$ cat config.mk
export PLATFORM = sky130hd
export DESIGN_NAME = ir_nec_decoder
export DESIGN_NICKNAME = d
export VERILOG_FILES = /design/src/rtl/ir_nec_decoder.sv
export SDC_FILE = /design/constraint.sdc
export NUM_CORES = 1
export LEC_CHECK = 0
export BUFFER_PORTS_ARGS = -buffer_cell sky130_fd_sc_hd__buf_2
export CORE_MARGIN = 2
export CORE_UTILIZATION = 40
export CTS_CLUSTER_SIZE = 14
export DETAILED_ROUTE_END_ITERATION = 8
export SYNTH_ARGS = -nofsm -noshare
export SYNTH_HDL_FRONTEND = slang
export SYNTH_SLANG_ARGS = --single-unit
$ cat constraint.sdc
create_clock -name avm_clk -period 5.2 [get_ports avm_clk]
set_input_delay 0.26 -clock avm_clk [delete_from_list [all_inputs] [get_ports avm_clk]]
set_output_delay 0.26 -clock avm_clk [all_outputs]
set_load 0.01 [all_outputs]
$ cat src/rtl/ir_nec_decoder.sv
// NEC infrared frame decoder: measures mark/space widths on the demodulated
// receiver pin, assembles 32-bit frames, checks them and publishes a user ID.
module ir_nec_decoder #(
    parameter int         TICK_DIV   = 500,
    parameter bit         ADDR_CHECK = 1'b0,
    parameter logic [7:0] EXP_ADDR   = 8'h00,
    parameter int         USER_MAX   = 10
) (
    input  logic       avm_clk,
    input  logic       avm_rst,
    input  logic       ir_rx,
    output logic [7:0] ir_address,
    output logic [7:0] ir_command,
    output logic       frame_valid,
    output logic       repeat_pulse,
    output logic       frame_err,
    output logic [3:0] user_id,
    output logic       user_id_valid
);

    localparam int PW = (TICK_DIV > 1) ? $clog2(TICK_DIV) : 1;
    localparam logic [8:0] USER_LIM = 9'(USER_MAX);

    localparam logic [2:0] IDLE       = 3'd0;
    localparam logic [2:0] LEAD_SPACE = 3'd1;
    localparam logic [2:0] BIT_MARK   = 3'd2;
    localparam logic [2:0] BIT_SPACE  = 3'd3;
    localparam logic [2:0] STOP_MARK  = 3'd4;
    localparam logic [2:0] RPT_STOP   = 3'd5;

    logic          sync1_reg, sync2_reg, prev_reg;
    logic [PW-1:0] presc_reg;
    logic [10:0]   width_reg;
    logic [2:0]    state_reg;
    logic [5:0]    bit_cnt_reg;
    logic [31:0]   shift_reg;
    logic          have_frame_reg;
    logic [7:0]    ir_address_reg, ir_command_reg;
    logic          frame_valid_reg, repeat_pulse_reg, frame_err_reg;
    logic [3:0]    user_id_reg;
    logic          user_id_valid_reg;

    // Line idles high, so the synchronizer resets to 1 to avoid a false edge.
    always_ff @(posedge avm_clk or posedge avm_rst) begin
        if (avm_rst) begin
            sync1_reg <= 1'b1;
            sync2_reg <= 1'b1;
            prev_reg  <= 1'b1;
        end else begin
            sync1_reg <= ir_rx;
            sync2_reg <= sync1_reg;
            prev_reg  <= sync2_reg;
        end
    end

    logic rise, fall, edge_det, tick;
    assign rise     = sync2_reg & ~prev_reg;   // mark just ended
    assign fall     = ~sync2_reg & prev_reg;   // space just ended
    assign edge_det = rise | fall;
    assign tick     = (presc_reg == PW'(TICK_DIV - 1));

    always_ff @(posedge avm_clk or posedge avm_rst) begin
        if (avm_rst) begin
            presc_reg <= '0;
            width_reg <= '0;
        end else begin
            presc_reg <= tick ? '0 : presc_reg + 1'b1;
            if (edge_det)
                width_reg <= '0;
            else if (tick && width_reg != 11'd2047)
                width_reg <= width_reg + 11'd1;
        end
    end

    logic is_lead, is_hdr, is_rpt, is_bit, is_zero, is_one, timeout;
    assign is_lead = (width_reg >= 11'd800) && (width_reg <= 11'd1000);
    assign is_hdr  = (width_reg >= 11'd400) && (width_reg <= 11'd500);
    assign is_rpt  = (width_reg >= 11'd180) && (width_reg <= 11'd270);
    assign is_bit  = (width_reg >= 11'd40)  && (width_reg <= 11'd70);
    assign is_zero = is_bit;
    assign is_one  = (width_reg >= 11'd140) && (width_reg <= 11'd190);
    // A coincident edge takes priority over the timeout.
    assign timeout = (state_reg != IDLE) && !edge_det && (width_reg > 11'd1200);

    logic [7:0] b0, b1, b2, b3;
    logic       frame_ok;
    assign b0 = shift_reg[7:0];
    assign b1 = shift_reg[15:8];
    assign b2 = shift_reg[23:16];
    assign b3 = shift_reg[31:24];
    assign frame_ok = (b1 == ~b0) && (b3 == ~b2) && (!ADDR_CHECK || b0 == EXP_ADDR);

    always_ff @(posedge avm_clk or posedge avm_rst) begin
        if (avm_rst) begin
            state_reg         <= IDLE;
            bit_cnt_reg       <= '0;
            shift_reg         <= '0;
            have_frame_reg    <= 1'b0;
            ir_address_reg    <= '0;
            ir_command_reg    <= '0;
            frame_valid_reg   <= 1'b0;
            repeat_pulse_reg  <= 1'b0;
            frame_err_reg     <= 1'b0;
            user_id_reg       <= '0;
            user_id_valid_reg <= 1'b0;
        end else begin
            frame_valid_reg  <= 1'b0;
            repeat_pulse_reg <= 1'b0;
            frame_err_reg    <= 1'b0;
            if (timeout) begin
                frame_err_reg <= 1'b1;
                state_reg     <= IDLE;
            end else if (edge_det) begin
                case (state_reg)
                    IDLE: begin
                        if (rise && is_lead)
                            state_reg <= LEAD_SPACE;
                    end
                    LEAD_SPACE: begin
                        if (is_hdr) begin
                            bit_cnt_reg <= '0;
                            state_reg   <= BIT_MARK;
                        end else if (is_rpt) begin
                            state_reg <= RPT_STOP;
                        end else begin
                            frame_err_reg <= 1'b1;
                            state_reg     <= IDLE;
                        end
                    end
                    BIT_MARK: begin
                        if (is_bit) begin
                            state_reg <= BIT_SPACE;
                        end else begin
                            frame_err_reg <= 1'b1;
                            state_reg     <= IDLE;
                        end
                    end
                    BIT_SPACE: begin
                        if (is_zero || is_one) begin
                            shift_reg   <= {is_one, shift_reg[31:1]};
                            bit_cnt_reg <= bit_cnt_reg + 6'd1;
                            state_reg   <= (bit_cnt_reg == 6'd31) ? STOP_MARK : BIT_MARK;
                        end else begin
                            frame_err_reg <= 1'b1;
                            state_reg     <= IDLE;
                        end
                    end
                    STOP_MARK: begin
                        state_reg <= IDLE;
                        if (is_bit && frame_ok) begin
                            ir_address_reg  <= b0;
                            ir_command_reg  <= b2;
                            frame_valid_reg <= 1'b1;
                            have_frame_reg  <= 1'b1;
                            if ({1'b0, b2} < USER_LIM) begin
                                user_id_reg       <= b2[3:0];
                                user_id_valid_reg <= 1'b1;
                            end
                        end else begin
                            frame_err_reg <= 1'b1;
                        end
                    end
                    RPT_STOP: begin
                        state_reg <= IDLE;
                        if (!is_bit)
                            frame_err_reg <= 1'b1;
                        else if (have_frame_reg)
                            repeat_pulse_reg <= 1'b1;
                    end
                    default: state_reg <= IDLE;
                endcase
            end
        end
    end

    assign ir_address    = ir_address_reg;
    assign ir_command    = ir_command_reg;
    assign frame_valid   = frame_valid_reg;
    assign repeat_pulse  = repeat_pulse_reg;
    assign frame_err     = frame_err_reg;
    assign user_id       = user_id_reg;
    assign user_id_valid = user_id_valid_reg;

endmodule
# After elaboration in Yosys (flattened, before gate mapping)
# Index checks and enable logic that the tools add are counted.
# classes
add_sub_neg,3
n_lt_le_gt_ge,12
eq_ne,13
mux,32
n_bitwise,8
n_reduce_logical,24
# ops
cell,count
11-bit by 8-bit greater-or-equal comparator with 1-bit output (second input constant),2
11-bit by 9-bit less-or-equal comparator with 1-bit output (second input constant),2
11-bit 2-to-1 mux,2
3-bit 2-to-1 mux,7
8-bit == test,2
1-bit 2-to-1 mux,16
8-bit inverter,2
6-bit 2-to-1 mux,2
3-bit one-hot mux with 4 select lines,1
6-bit one-hot mux with 2 select lines,1
11-bit by 1-bit adder with 11-bit output (second input constant),1
11-bit by 10-bit greater-or-equal comparator with 1-bit output (second input constant),1
11-bit by 6-bit greater-or-equal comparator with 1-bit output (second input constant),1
11-bit by 9-bit greater-or-equal comparator with 1-bit output (second input constant),1
11-bit greater-than comparator (second input constant),1
11-bit by 10-bit less-or-equal comparator with 1-bit output (second input constant),1
11-bit by 7-bit less-or-equal comparator with 1-bit output (second input constant),1
11-bit by 8-bit less-or-equal comparator with 1-bit output (second input constant),1
1-bit logical AND,11
11-bit != test (second input constant),1
5-bit AND reduction,2
9-bit by 1-bit adder with 9-bit output (second input constant),1
9-bit == test (second input constant),1
9-bit 2-to-1 mux,1
21 further kinds,30
# totals
reg_bits,89
inputBits,3
out_inout_bits,24
elab_cells,108

# Longest topological paths before layout
# depth
word_depth,8
mapped_depth,9
ltp_nobuf,8

# Worst setup path before layout
# Ideal clock, no wire load.
# synth_timing
path_kind,register -> register
start,reg width_reg[7]
end,reg user_id_reg[0] (netlist: user_id[0])
setup_ns,0.125
t_arrival_ns,2.436
t_required_ns,5.075
slack_ns,2.639
path_stages_with_launch,8
n_path_buf,2
period_less_slack_ns,2.561
cell_sequence,dfrtp_1 -> clkbuf_2 -> or4_1 -> or4_4 -> nor3_4 -> and3_1 -> buf_6 -> mux2_4
# synth_between
elab_chain_len,4
word_cells_on_any_way,8
classes_between,3 x order compare; 1 x bitwise; 4 x reduce/logical
# synth_lines
item,line,text
from (decl),33,logic [10:0] width_reg;
from (signal assigned),71,width_reg <= width_reg + 11'd1;
11-bit by 6-bit greater-or-equal comparator with 1-bit output (tied with other cells),79,assign is_bit = (width_reg >= 11'd40) && (width_reg <= 11'd70);
1-bit logical AND (on tied branches),"79, 83",
1-bit logical AND or 1-bit inverter (tied branches),--,
5-bit AND reduction (no source line) *,--,
to (signal assigned),156,user_id_reg <= b2[3:0];
to (decl),40,logic [3:0] user_id_reg;
# Mark *: on every way between the ends. The rest lies on a longest branch, timed or not.
# A chain may end at the register's enable or synchronous reset.

# Final worst setup path
# layout_timing
start,reg prev_reg
end,reg user_id_reg[2] (netlist: user_id[2])
# layout_between
elab_chain_len,8
word_cells_on_any_way,9
classes_between,5 x bitwise; 4 x reduce/logical
# layout_lines
item,line,text
from (decl),31,"logic sync1_reg, sync2_reg, prev_reg;"
from (signal assigned),52,prev_reg <= sync2_reg;
1-bit inverter,57,assign rise = sync2_reg & ~prev_reg;
1-bit bitwise AND,57,
1-bit bitwise OR *,59,assign edge_det = rise | fall;
1-bit zero test,83,assign timeout = (state_reg != IDLE) && !edge_det && (width_reg > 11'd1200);
1-bit logical AND (2 in series),83,
1-bit inverter (no source line),--,
5-bit AND reduction (no source line) *,--,
# Marked as above.

==> run_results.csv <==
group,metric,value,unit
routing,wl,7510,um
clocking,cts_tree,"yes",
synthesis,ys_async_sr_fraction,100,%
synthesis,synth_warnings,0,
global_routing,antenna_found_initial,0,
pwr,p_leak,2.17,nW
status,status,"completed",
critical_path,path_max_fanout,18,
placement,place_ws,2.29,ns
sta,maxSlewViolCount,0,
finish,largest_register_ffs,32,
routing,route.vias.total,2779,
placement,place_congestion,0.863,
routing,wl_per_cell,14.2,um
placement,post_dp_cell_area,4470,sq um
synthesis,ys_seq_elements,89,
critical_path,path_cells,"inv_1, ha_1, or4_4, nor3_4, buf_4, and3_1, mux2_4",
die,core_area,10300,sq um
placement,io_buffers,26,
critical_path,ff2ff_path_depth,7,
synthesis,synthFlopType,"dfrtp_1",
sta,timing.hold.ws,0.359,ns
clocking,insertion_delay,0.36,ns
critical_path,crit_type,"register to register",
sta,fin_tns_setup,0,ns
die,die_x,107,um
routing,drt-initial-drc-count,193,
die,ios,27,
hold_path,worstHoldStart,"sync1_reg",
synthesis,netlist.area_leader.share,50.9,%
finish,drive_gt1_share,28.1,%
routing,drc,0,
sta,rsz0062_at_grt,"no",
sta,timing.final.crit_share,55.6,%
synthesis,yosysTopAreaCell,"dfrtp_1",
synthesis,ys_seq_area_share,52.8,%
critical_path,slowest_stage,"or4_4",
critical_path,critPathCaptureType,"register",
critical_path,worstSetupStartpointType,"register",
synthesis,mappedNetlistArea,4230,sq um
synthesis,synth_edf_count,0,
global_routing,grt_pass1_wl,13100,um
synthesis,yosysMostFrequentCell,"dfrtp_1",
critical_path,cp.arrival,3.15,ns
hold_path,hold_path_depth,0,
placement,dp_hpwl,5100,um
sta,relSlewSlack,34.7,%
clocking,cts.sinks,89,
critical_path,r2r-start,"prev_reg",
critical_path,rrSetupSlack,2.31,ns
die,rows,37,
hold_path,hold_path.class,"register to register",
global_routing,grt_use_total,14.4,%
sta,setup_ws,2.31,ns
synthesis,synth.area.top_cells,"dfrtp_1 51%, mux2_2 13%, xnor2_1 5.4%, o21ai_0 2.0%, nor2_1 2.0%",
critical_path,r2r_end,"user_id[2]",
die,die_area,11400,sq um
run,max_cap_violations,0,
clocking,numCtsBuffers,9,
global_routing,grt_pass1_vias,2730,
sta,setup_viol,0,
synthesis,syn_nets,374,
clocking,cts_setup_buffers,0,
sta,max_freq,346,MHz
die,fp.dieH,107,um
sta,fin_skew,0.0113,ns
synthesis,synth_cells,366,
pwr,ir_drop,104,uV
finish,final_cell_area,4670,sq um
synthesis,synth.distinct_cells,55,
global_routing,grt_max_degree,74,
clocking,root_buffer,"clkbuf_8",
routing,via_per_inst,5.23,
critical_path,required,5.46,ns
synthesis,post_synth.cell_area_avg,11.5,sq um
clocking,cts_buffer_depth,2,
routing,antenna_left,0,
finish,syn_to_final_growth,10.6,%
finish,n_antenna_cell,0,
clocking,htree_levels,3,
sta,hold_violations,0,
global_routing,grt.overflow.total,0,
hold_path,min_to,"sync2_reg",
routing,firstDrtPassIters,4,
clocking,clk_pin_slew,0.10,ns
sta,tightest_slew,0.968,ns
critical_path,critPathMaxStageDelay,0.62,ns
sta,finalCriticalPeriod,2.89,ns
pwr,powerDensity,250,nW/um^2
finish,fin_nets,398,
synthesis,yosys-top-cells-count,"86 x dfrtp_1, 47 x mux2_2, 26 x xnor2_1",
die,start_util,41.1,%
cell type report:
cell class | instances | area (sq um)
fill | 993 | 5600
sequential | 89 | 2230
multi-input combinational | 248 | 1870
timing repair buffer | 32 | 180
tap | 136 | 170
clock buffer | 9 | 124
clock inverter | 7 | 61.3
inverter | 10 | 38.8
how the worst max path moves through the flow:
| stage | start | endpoint | slack (ns) |
|---|---|---|---|
| after floorplan | avm_rst | bit_cnt_reg[0] | 2.64 |
| after global placement | prev_reg | user_id[0] | 2.33 |
| after detailed placement | prev_reg | user_id[2] | 2.29 |
| after CTS | prev_reg | user_id[2] | 2.29 |
| after global routing | prev_reg | user_id[2] | 2.18 |
| final | prev_reg | user_id[2] | 2.31 |
cell families (layout without fill, tap and decap cells):
group,after synthesis,in the layout,synth area share [%]
compound gates,53,53,8.59
xor+xnor,27,27,5.60
fa+ha+maj,5,5,1.48
buf+inv,29,58,2.96
flops,89,89,52.8
mux,51,51,13.9
simple gates,112,112,14.6
what timing repair did:
item	in CTS	in global routing
hold endpoints to repair	17	0
resized for setup	0	0
hold buffers	2	0
setup endpoints to repair	0	0
layer usage:
metal	global-route usage, %	part of all wire [%]
met5	0	0
met4	5.57	1.7
met3	3.22	3.5
met2	21.8	44
met1	20.1	50
report_power, final:
group	switching (mW)	internal, mW	leakage (nW)
Clock	0.266	0.184	0.0940
Combinational	0.0196	0.00558	0.862
Sequential	0.000498	0.694	1.22
Total	0.286	0.883	2.17
cells in the final DEF (no fill, tap or decap), types with 3 or more instances in the layout:
master / count
dfrtp_1: 86
mux2_2: 47
xnor2_1: 26
buf_2: 26
nor2_1: 22
nand2_1: 21
o21ai_0: 17
nand3_1: 11
and2_1: 11
inv_1: 9
nor2b_1: 9
clkbuf_8: 9
a21oi_1: 7
nor4_1: 6
nand4_1: 6
ha_1: 5
or2_2: 4
mux2_4: 4
o211ai_1: 4
buf_4: 4
nand2b_1: 3
and3_1: 3
and4_1: 3
a21boi_0: 3
o31ai_1: 3
dfstp_2: 3
critical path, delay by kind of cell (launching register included):
family / cells / cell delay, ns
flops: 1 / 0.52
fa+ha+maj: 1 / 0.45
simple gates: 3 / 1.16
mux: 1 / 0.33
buf+inv: 2 / 0.31
per-stage QoR:
stage | power [mW] | utilization (%) | instances
after floorplan | 0.725 | - | 366
after global placement | 0.733 | 43.5 | 513
after detailed placement | 0.734 | 43.5 | 513
after CTS | 1.18 | 45.5 | 531
after global routing | 1.22 | 45.5 | 531
final | 1.17 | 45.5 | 531
No activity file was read; power rests on OpenSTA's default activity.
